===== src/rtl/uart_tx_arbiter.sv =====
`timescale 1ns/1ps
// uart_tx_arbiter: round-robin arbiter that feeds bytes from NREQ requesters to a
// single UART transmitter (load byte, strobe start, wait for frame done, one gap).
// Optional watchdog on the WAIT state is built when UART_ARB_TIMEOUT_EN is defined.
module uart_tx_arbiter #(
  parameter int unsigned NREQ           = 4,
  parameter logic [23:0] TIMEOUT_CYCLES = 24'd200000
) (
  input  logic              clk,
  input  logic              rstn,
  input  logic [NREQ-1:0]   req_valid,
  input  logic [8*NREQ-1:0] req_data,
  output logic [NREQ-1:0]   req_ready,
  input  logic [12:0]       cfg_div,
  output logic [7:0]        tx_data,
  output logic [12:0]       tx_div,
  output logic              tx_run_n,
  input  logic              tx_done,
  output logic              busy,
  output logic [1:0]        grant_id,
  output logic              err_timeout
);

  localparam int unsigned IDX_W = 3;

  typedef enum logic [2:0] {
    ST_IDLE  = 3'd0,
    ST_LOAD  = 3'd1,
    ST_START = 3'd2,
    ST_WAIT  = 3'd3,
    ST_GAP   = 3'd4
  } state_t;

  state_t           state;
  state_t           state_nxt;
  logic [1:0]       last_grant;
  logic [7:0]       valid_ext;
  logic [IDX_W-1:0] rr_idx;
  logic [1:0]       rr_winner;
  logic             rr_found;
  logic             sel_valid;
  logic [7:0]       sel_data;
  logic             wdog_expired;

  // Round-robin search starting one past the last completed grant, with wrap.
  always_comb begin
    valid_ext = 8'(req_valid);
    rr_found  = 1'b0;
    rr_winner = last_grant;
    rr_idx    = '0;
    for (int unsigned k = 1; k <= NREQ; k++) begin
      rr_idx = IDX_W'(last_grant) + IDX_W'(k);
      if (rr_idx >= IDX_W'(NREQ)) begin
        rr_idx = rr_idx - IDX_W'(NREQ);
      end
      if (!rr_found && valid_ext[rr_idx]) begin
        rr_found  = 1'b1;
        rr_winner = rr_idx[1:0];
      end
    end
  end

  // Valid bit and byte of the currently granted requester.
  always_comb begin
    sel_valid = 1'b0;
    sel_data  = '0;
    for (int unsigned i = 0; i < NREQ; i++) begin
      if (grant_id == 2'(i)) begin
        sel_valid = req_valid[i];
        sel_data  = req_data[8*i +: 8];
      end
    end
  end

  // State register.
  always_ff @(posedge clk) begin
    if (!rstn) begin
      state <= ST_IDLE;
    end else begin
      state <= state_nxt;
    end
  end

  // Next-state logic; tx_done only matters in WAIT.
  always_comb begin
    state_nxt = state;
    case (state)
      ST_IDLE:  if (rr_found) state_nxt = ST_LOAD;
      ST_LOAD:  state_nxt = sel_valid ? ST_START : ST_IDLE;
      ST_START: state_nxt = ST_WAIT;
      ST_WAIT:  if (tx_done || wdog_expired) state_nxt = ST_GAP;
      ST_GAP:   state_nxt = ST_IDLE;
      default:  state_nxt = ST_IDLE;
    endcase
  end

  // Acceptance strobe: only in LOAD, only while the granted requester still holds valid.
  always_comb begin
    req_ready = '0;
    for (int unsigned i = 0; i < NREQ; i++) begin
      if (rstn && (state == ST_LOAD) && (grant_id == 2'(i))) begin
        req_ready[i] = req_valid[i];
      end
    end
  end

  // Registered outputs and grant bookkeeping; tx_data/tx_div only change on a taken LOAD.
  always_ff @(posedge clk) begin
    if (!rstn) begin
      grant_id   <= 2'd0;
      last_grant <= 2'(NREQ - 1);
      tx_data    <= 8'h00;
      tx_div     <= 13'd0;
      tx_run_n   <= 1'b1;
      busy       <= 1'b0;
    end else begin
      if ((state == ST_IDLE) && rr_found) begin
        grant_id <= rr_winner;
      end
      if ((state == ST_LOAD) && sel_valid) begin
        tx_data <= sel_data;
        tx_div  <= cfg_div;
      end
      if ((state == ST_WAIT) && (state_nxt == ST_GAP)) begin
        last_grant <= grant_id;
      end
      tx_run_n <= (state_nxt != ST_START);
      busy     <= (state_nxt != ST_IDLE);
    end
  end

`ifdef UART_ARB_TIMEOUT_EN
  logic [23:0] wdog_cnt;

  assign wdog_expired = (state == ST_WAIT) && !tx_done && (wdog_cnt == TIMEOUT_CYCLES);

  // WAIT watchdog: cleared on the way into WAIT, counts every WAIT cycle.
  always_ff @(posedge clk) begin
    if (!rstn) begin
      wdog_cnt    <= '0;
      err_timeout <= 1'b0;
    end else begin
      if (state == ST_START) begin
        wdog_cnt <= '0;
      end else if (state == ST_WAIT) begin
        wdog_cnt <= wdog_cnt + 24'd1;
      end
      err_timeout <= wdog_expired;
    end
  end
`else
  // No watchdog: WAIT lasts until tx_done; the limit parameter has no effect.
  assign wdog_expired = 1'b0;
  assign err_timeout  = 1'b0 & (|TIMEOUT_CYCLES);
`endif

endmodule


===== config.mk =====
export PLATFORM = sky130hd
export DESIGN_NAME = uart_tx_arbiter
export DESIGN_NICKNAME = d
export VERILOG_FILES = /design/src/rtl/uart_tx_arbiter.sv
export SDC_FILE = /design/constraint.sdc
export NUM_CORES = 1
export LEC_CHECK = 0
export BUFFER_PORTS_ARGS = -buffer_cell sky130_fd_sc_hd__buf_2
export CORE_ASPECT_RATIO = 1.1
export CORE_MARGIN = 2
export CORE_UTILIZATION = 45
export CTS_BUF_LIST = sky130_fd_sc_hd__clkbuf_8
export DETAILED_ROUTE_END_ITERATION = 12
export PLACE_DENSITY = 0.76
export REMOVE_ABC_BUFFERS = 1
export SLEW_MARGIN = 10
export SYNTH_ARGS = -nofsm -noshare
export SYNTH_HDL_FRONTEND = slang
export SYNTH_SLANG_ARGS = --single-unit

===== constraint.sdc =====
create_clock -name clk -period 3.5 [get_ports clk]
set_input_delay 0.525 -clock clk [delete_from_list [all_inputs] [get_ports clk]]
set_output_delay 0.525 -clock clk [all_outputs]
set_load 0.03 [all_outputs]

---- Yosys cells after proc, flatten, opt, wreduce, memory -nomap -nowiden ----
Cells that the tools add are included.
word-level totals
  flip-flop bits (word level) ............. 30
  latch bits .............................. 0
  RAM bits ................................ 0
  memory bits (read-only) ................. 0
  bits of input ports ..................... 52
  output and inout port bits .............. 30
  word-level logic and storage cells ...... 84
  memories ................................ 0
cells by class
  add/sub/neg operators ................... 8
  multiply operators ...................... 0
  div/mod/pow operators ................... 0
  order comparisons ....................... 8
  equality and inequality tests ........... 8
  shifts and indexed selects .............. 0
  mux-type cells .......................... 36
  bitwise operators ....................... 0
  reductions and logical operators ........ 17
operator list
  operator                                                    count
  2-to-1 mux 8 bit                                            4
  2-to-1 mux 3 bit                                            6
  less-than comparator 3 x 4 -> 1 bit, second input constant  4
  2-to-1 mux 1 bit                                            16
  binary-select mux 1 bit (select 3 bit)                      4
  greater-or-equal comparator 3 bit, second input constant    4
  one-hot mux 3 bit (4 select lines)                          1
  subtractor 3 bit, second input constant                     4
  logical AND 1 bit                                           11
  2-to-1 mux 2 bit                                            5
  adder 2 x 2 -> 3 bit, second input constant                 2
  == test 3 x 2 -> 1 bit, second input constant               2
  == test 2 bit, second input constant                        2
  adder 2 x 1 -> 3 bit, second input constant                 1
  adder 2 x 3 -> 3 bit, second input constant                 1
  == test 3 x 1 -> 1 bit, second input constant               1
  == test 3 bit, second input constant                        1
  zero test 1 bit                                             3
  zero test 3 bit                                             1
  inequality test 3 x 2 -> 1 bit, second input constant       1
  nonzero test 3 bit                                          1
  == test 2 x 1 -> 1 bit, second input constant               1
  zero test 2 bit                                             1

---- Logic depth before layout (Yosys ltp) ----
  depth in word-level cells ............... 19
  mapped depth ............................ 9

---- Worst setup path before layout ----
OpenSTA, ideal clock, no wires.
  kind .................................... input port to output port
  start ................................... in rstn
  end ..................................... out req_ready[0]
  arrival ................................. 1.944 ns
  data required time ...................... 2.975 ns
  path slack .............................. 1.031 ns
  cell stages on the path ................. 3
  cells stage by stage .................... clkbuf_1 nand3_1 nor4b_1
between the ends
  cells in the longest elaborated chain, start to end .. 3
ends and longest elaborated chain
  what                             RTL line  text
  start: declaration               10        input logic rstn,
  logical AND 1 bit (2 in series)  101       if (rstn && (state == ST_LOAD) && (grant_id == 2'(i))) begin
  2-to-1 mux 1 bit                 101
  end: declaration                 13        output logic [NREQ-1:0] req_ready,
Every way passes these cells.

---- Final worst setup path ----
  start ................................... reg last_grant[0]
  end ..................................... reg grant_id[1]
between the ends
  cells in the longest elaborated chain, start to end .. 16
  elaborated cells on any way between the ends .. 39
  classes of those cells .................. add/sub (8); order compare (4); mux (20); reduce/logical (7)
ends and longest elaborated chain
  what                                                                          RTL line  text
  start: declaration                                                            36        logic [1:0] last_grant;
  start signal: assignment                                                      111       last_grant <= 2'(NREQ - 1);
  start signal: assignment                                                      125       last_grant <= grant_id;
  adder 2 x 1 -> 3 bit                                                          52        rr_idx = IDX_W'(last_grant) + IDX_W'(k);
  subtractor 3 bit / greater-or-equal comparator 3 bit (equally long branches)  54, 53
  2-to-1 mux 3 bit                                                              53        if (rr_idx >= IDX_W'(NREQ)) begin
  binary-select mux 1 bit (select 3 bit)                                        56        if (!rr_found && valid_ext[rr_idx]) begin
  2-to-1 mux 1 bit (not written as such)                                        56
  2-to-1 mux 1 bit                                                              56
  zero test 1 bit                                                               56
  logical AND 1 bit                                                             56
  2-to-1 mux 1 bit                                                              56
  zero test 1 bit                                                               56
  logical AND 1 bit                                                             56
  2-to-1 mux 1 bit                                                              56
  zero test 1 bit                                                               56
  logical AND 1 bit                                                             56
  2-to-1 mux 1 bit                                                              56
  logical AND 1 bit                                                             117       if ((state == ST_IDLE) && rr_found) begin
  end signal: assignment                                                        118       grant_id <= rr_winner;
  end: declaration                                                              20        output logic [1:0] grant_id,
Parallel ways exist; a longest one is shown, timed or not. The select of a mux whose other input is x is not followed.
A chain may end at the register's enable or synchronous reset.

==> metrics <==
DP Cell Count=269; postcts setup bufs=0; maximum buffer depth of the clock tree=2; Worst VDD drop=0.237 mV; Fin. Hold Viols=0; Hold Path Class=in2reg; fin. max-slew vios=0; Pint=0.000805 W; Yosys Warn Count=0; Post-Route WL=3820 µm; PwrDens=531 nW/µm²; NetSw=0.000325 W; Layout Utilization=0.635; WL/cell=13.8 µm; Worst setup EP type=register; ANT nets after route=0; first drt pass iteration count=4; CP startpoint kind=register; global-route wire length before repair=6290 µm; EDFF count, synth=0; final worst slack=1.15 ns; clk_skew=about 0.0031 ns; Vias/cell=just over 5; Clock Latency Late Sink=0.29 ns; CTS root buffer=clkbuf_8; Post-Layout Inst Area=2130 µm²; Top FF cell, synth=dfxtp_1; Mapped Area=~1600 µm²; WL met1=1570 µm; Netlist cell types=35; nets@finish=281; R2R cell count=7; hpwl dp=2780 µm; largest net degree at the start of global routing=25; global route total overflow=0; top layer in use=met4; Leak=1.14 nW; clock-pin transition on the worst setup and hold timing paths=about 0.070 ns; Die H=66.4 µm; top post-synthesis cells by area=dfxtp_1, mux2i_1, mux4_2; outcome=finished, final reports clean; Setup WS pre-CTS=1.16 ns; Total GRT Usage=0.214; Max-Cap Viols=0; Net Sw Frac=0.288; Post-route DRC=0; gate count after technology mapping=151; Critical Path AT=2.58 ns; CP required=3.73 ns; HP Start=cfg_div[9]; Starting DRT DRC Count=35; post_cts resized=0; Syn Area/Cell=10.5 µm²; RSZ-0062 raised after global routing=no; Rows=22; worst reg2reg endpoint=grant_id[1]; TNS Setup=0 ns; worst slew pin tran=between 0.7 and 0.8 ns; Placed Area=1990 µm²; proportion of power drawn by the clock network=0.388; Yosys top cell area share=0.377; Worst Path Max Fanout=9; Inserted Clock Buffers=5; count leader, synth=dfxtp_1; non-filler instance count after layout=about 280; Post-synth top cells=dfxtp_1, mux2i_1, nor2_1; Hold Crit Depth=3; # setup viols final=0; Max Clk Rate=426 MHz; hold_buf cts=0; synthesized flop and latch total=30; Combinational Power Share=0.252; Initial Util=0.474; post-synth top area cell=dfxtp_1; r2r setup slk=1.15 ns; Area Overhead vs Synth=33.9%; Clock Sinks=30; Core ar.=3360 µm²; # diodes=0; routability cong.=0.849; routed wl met3=200 µm; sequential power share=0.360; WS Path Type=reg2reg; worst rel slew slack=0.516; CTS tree=yes; FFs w/ async S/R, synth=0; I/O pin count=around 80; number of global-route vias before repair=around 1.4k; fraction of layout cells with a size suffix above 1=0.454; Max H-tree Level=2; Die Wd=60.7 µm; Worst R2R Start=last_grant[0]; fraction of the cycle the final worst path needs=0.670; die area=4030 µm²; Seq/Total Area, Yosys=0.377; Final Critical Period=about 2.3 ns; DR WL met2=between 1500 and 2000 µm; port buffer count=80; hold endpoint=tx_div[9]; Fillers=316; initial antenna violation count=0; total number of vias=1405
cell families (layout without fill, tap and decap cells):
kind of cell,Yosys count,in the layout,synth area share
muxes,41,41,0.348
buffers and inverters,13,91,0.0495
adders and majority gates,1,1,0.00786
DFF,30,30,0.377
other,1,1,0.00236
AOI/OAI and AO/OA,11,11,0.0605
and+or+nand+nor,54,54,0.154
sequential cells by signal (all words and copies together), names as in the netlist:
signal      count
tx_div         13
tx_data         8
state           3
grant_id        2
last_grant      2
busy            1
tx_run_n        1
worst max-delay path by stage:
stage	start	endpoint	slack, ns
6_report	last_grant[0]	grant_id[1]	1.15
3_5_place_dp	grant_id[0]	tx_div[1]	1.16
4_1_cts	last_grant[0]	grant_id[1]	1.14
5_1_grt	last_grant[0]	grant_id[1]	0.95
2_1_floorplan	grant_id[1]	req_ready[2]	1.24
3_3_place_gp	last_grant[0]	busy	1.24
critical path, stage by stage (launching register included):
cell      delay (ns)
dfxtp_1         0.57
inv_1           0.15
ha_1            0.47
mux4_2          0.43
nand2_1         0.10
o21ai_1         0.07
a211oi_1        0.35
o21a_1          0.16
metrics by stage:
step	total power [W]	hold WS (ns)
2_1_floorplan	0.000611	0.457
3_3_place_gp	0.000694	0.469
3_5_place_dp	0.000699	0.481
4_1_cts	0.00114	0.470
5_1_grt	0.00118	0.487
6_report	0.00113	0.472
layout by cell type, fill, tap and decap left out, types with 2 or more instances in the layout:
cell type	n
nand3_1	2
mux4_2	10
dfxtp_1	30
a21oi_1	2
nor2b_1	4
nor2_1	28
nand2_1	12
nor3_1	2
clkbuf_8	6
bufinv_16	2
buf_2	80
mux2i_1	28
power by group through the flow:
stage          combinational [W]  sequential (W)  clock (W)
2_1_floorplan           0.000148        0.000463          0
3_3_place_gp            0.000281        0.000413          0
3_5_place_dp            0.000285        0.000414          0
4_1_cts                 0.000288        0.000407   0.000443
5_1_grt                 0.000308        0.000413   0.000459
6_report                0.000285        0.000407   0.000439
per-layer routing:
metal	track usage	up-vias
li1	-	692
met1	0.241	656
met3	0.0391	10
met5	0	-
met2	0.368	47
met4	0.122	0
cell type report:
type                    instances  area (µm²)  area share
multi-input cells             108         912       0.428
flip-flops and latches         30         601       0.282
repair buffers                 81         408       0.191
clock buffers                   6        82.6      0.0388
clock inverters                 2        60.1      0.0282
well taps                      48        60.1      0.0282
inverters                       2        7.51     0.00352
Note: power is estimated with default switching activity, not from simulation.
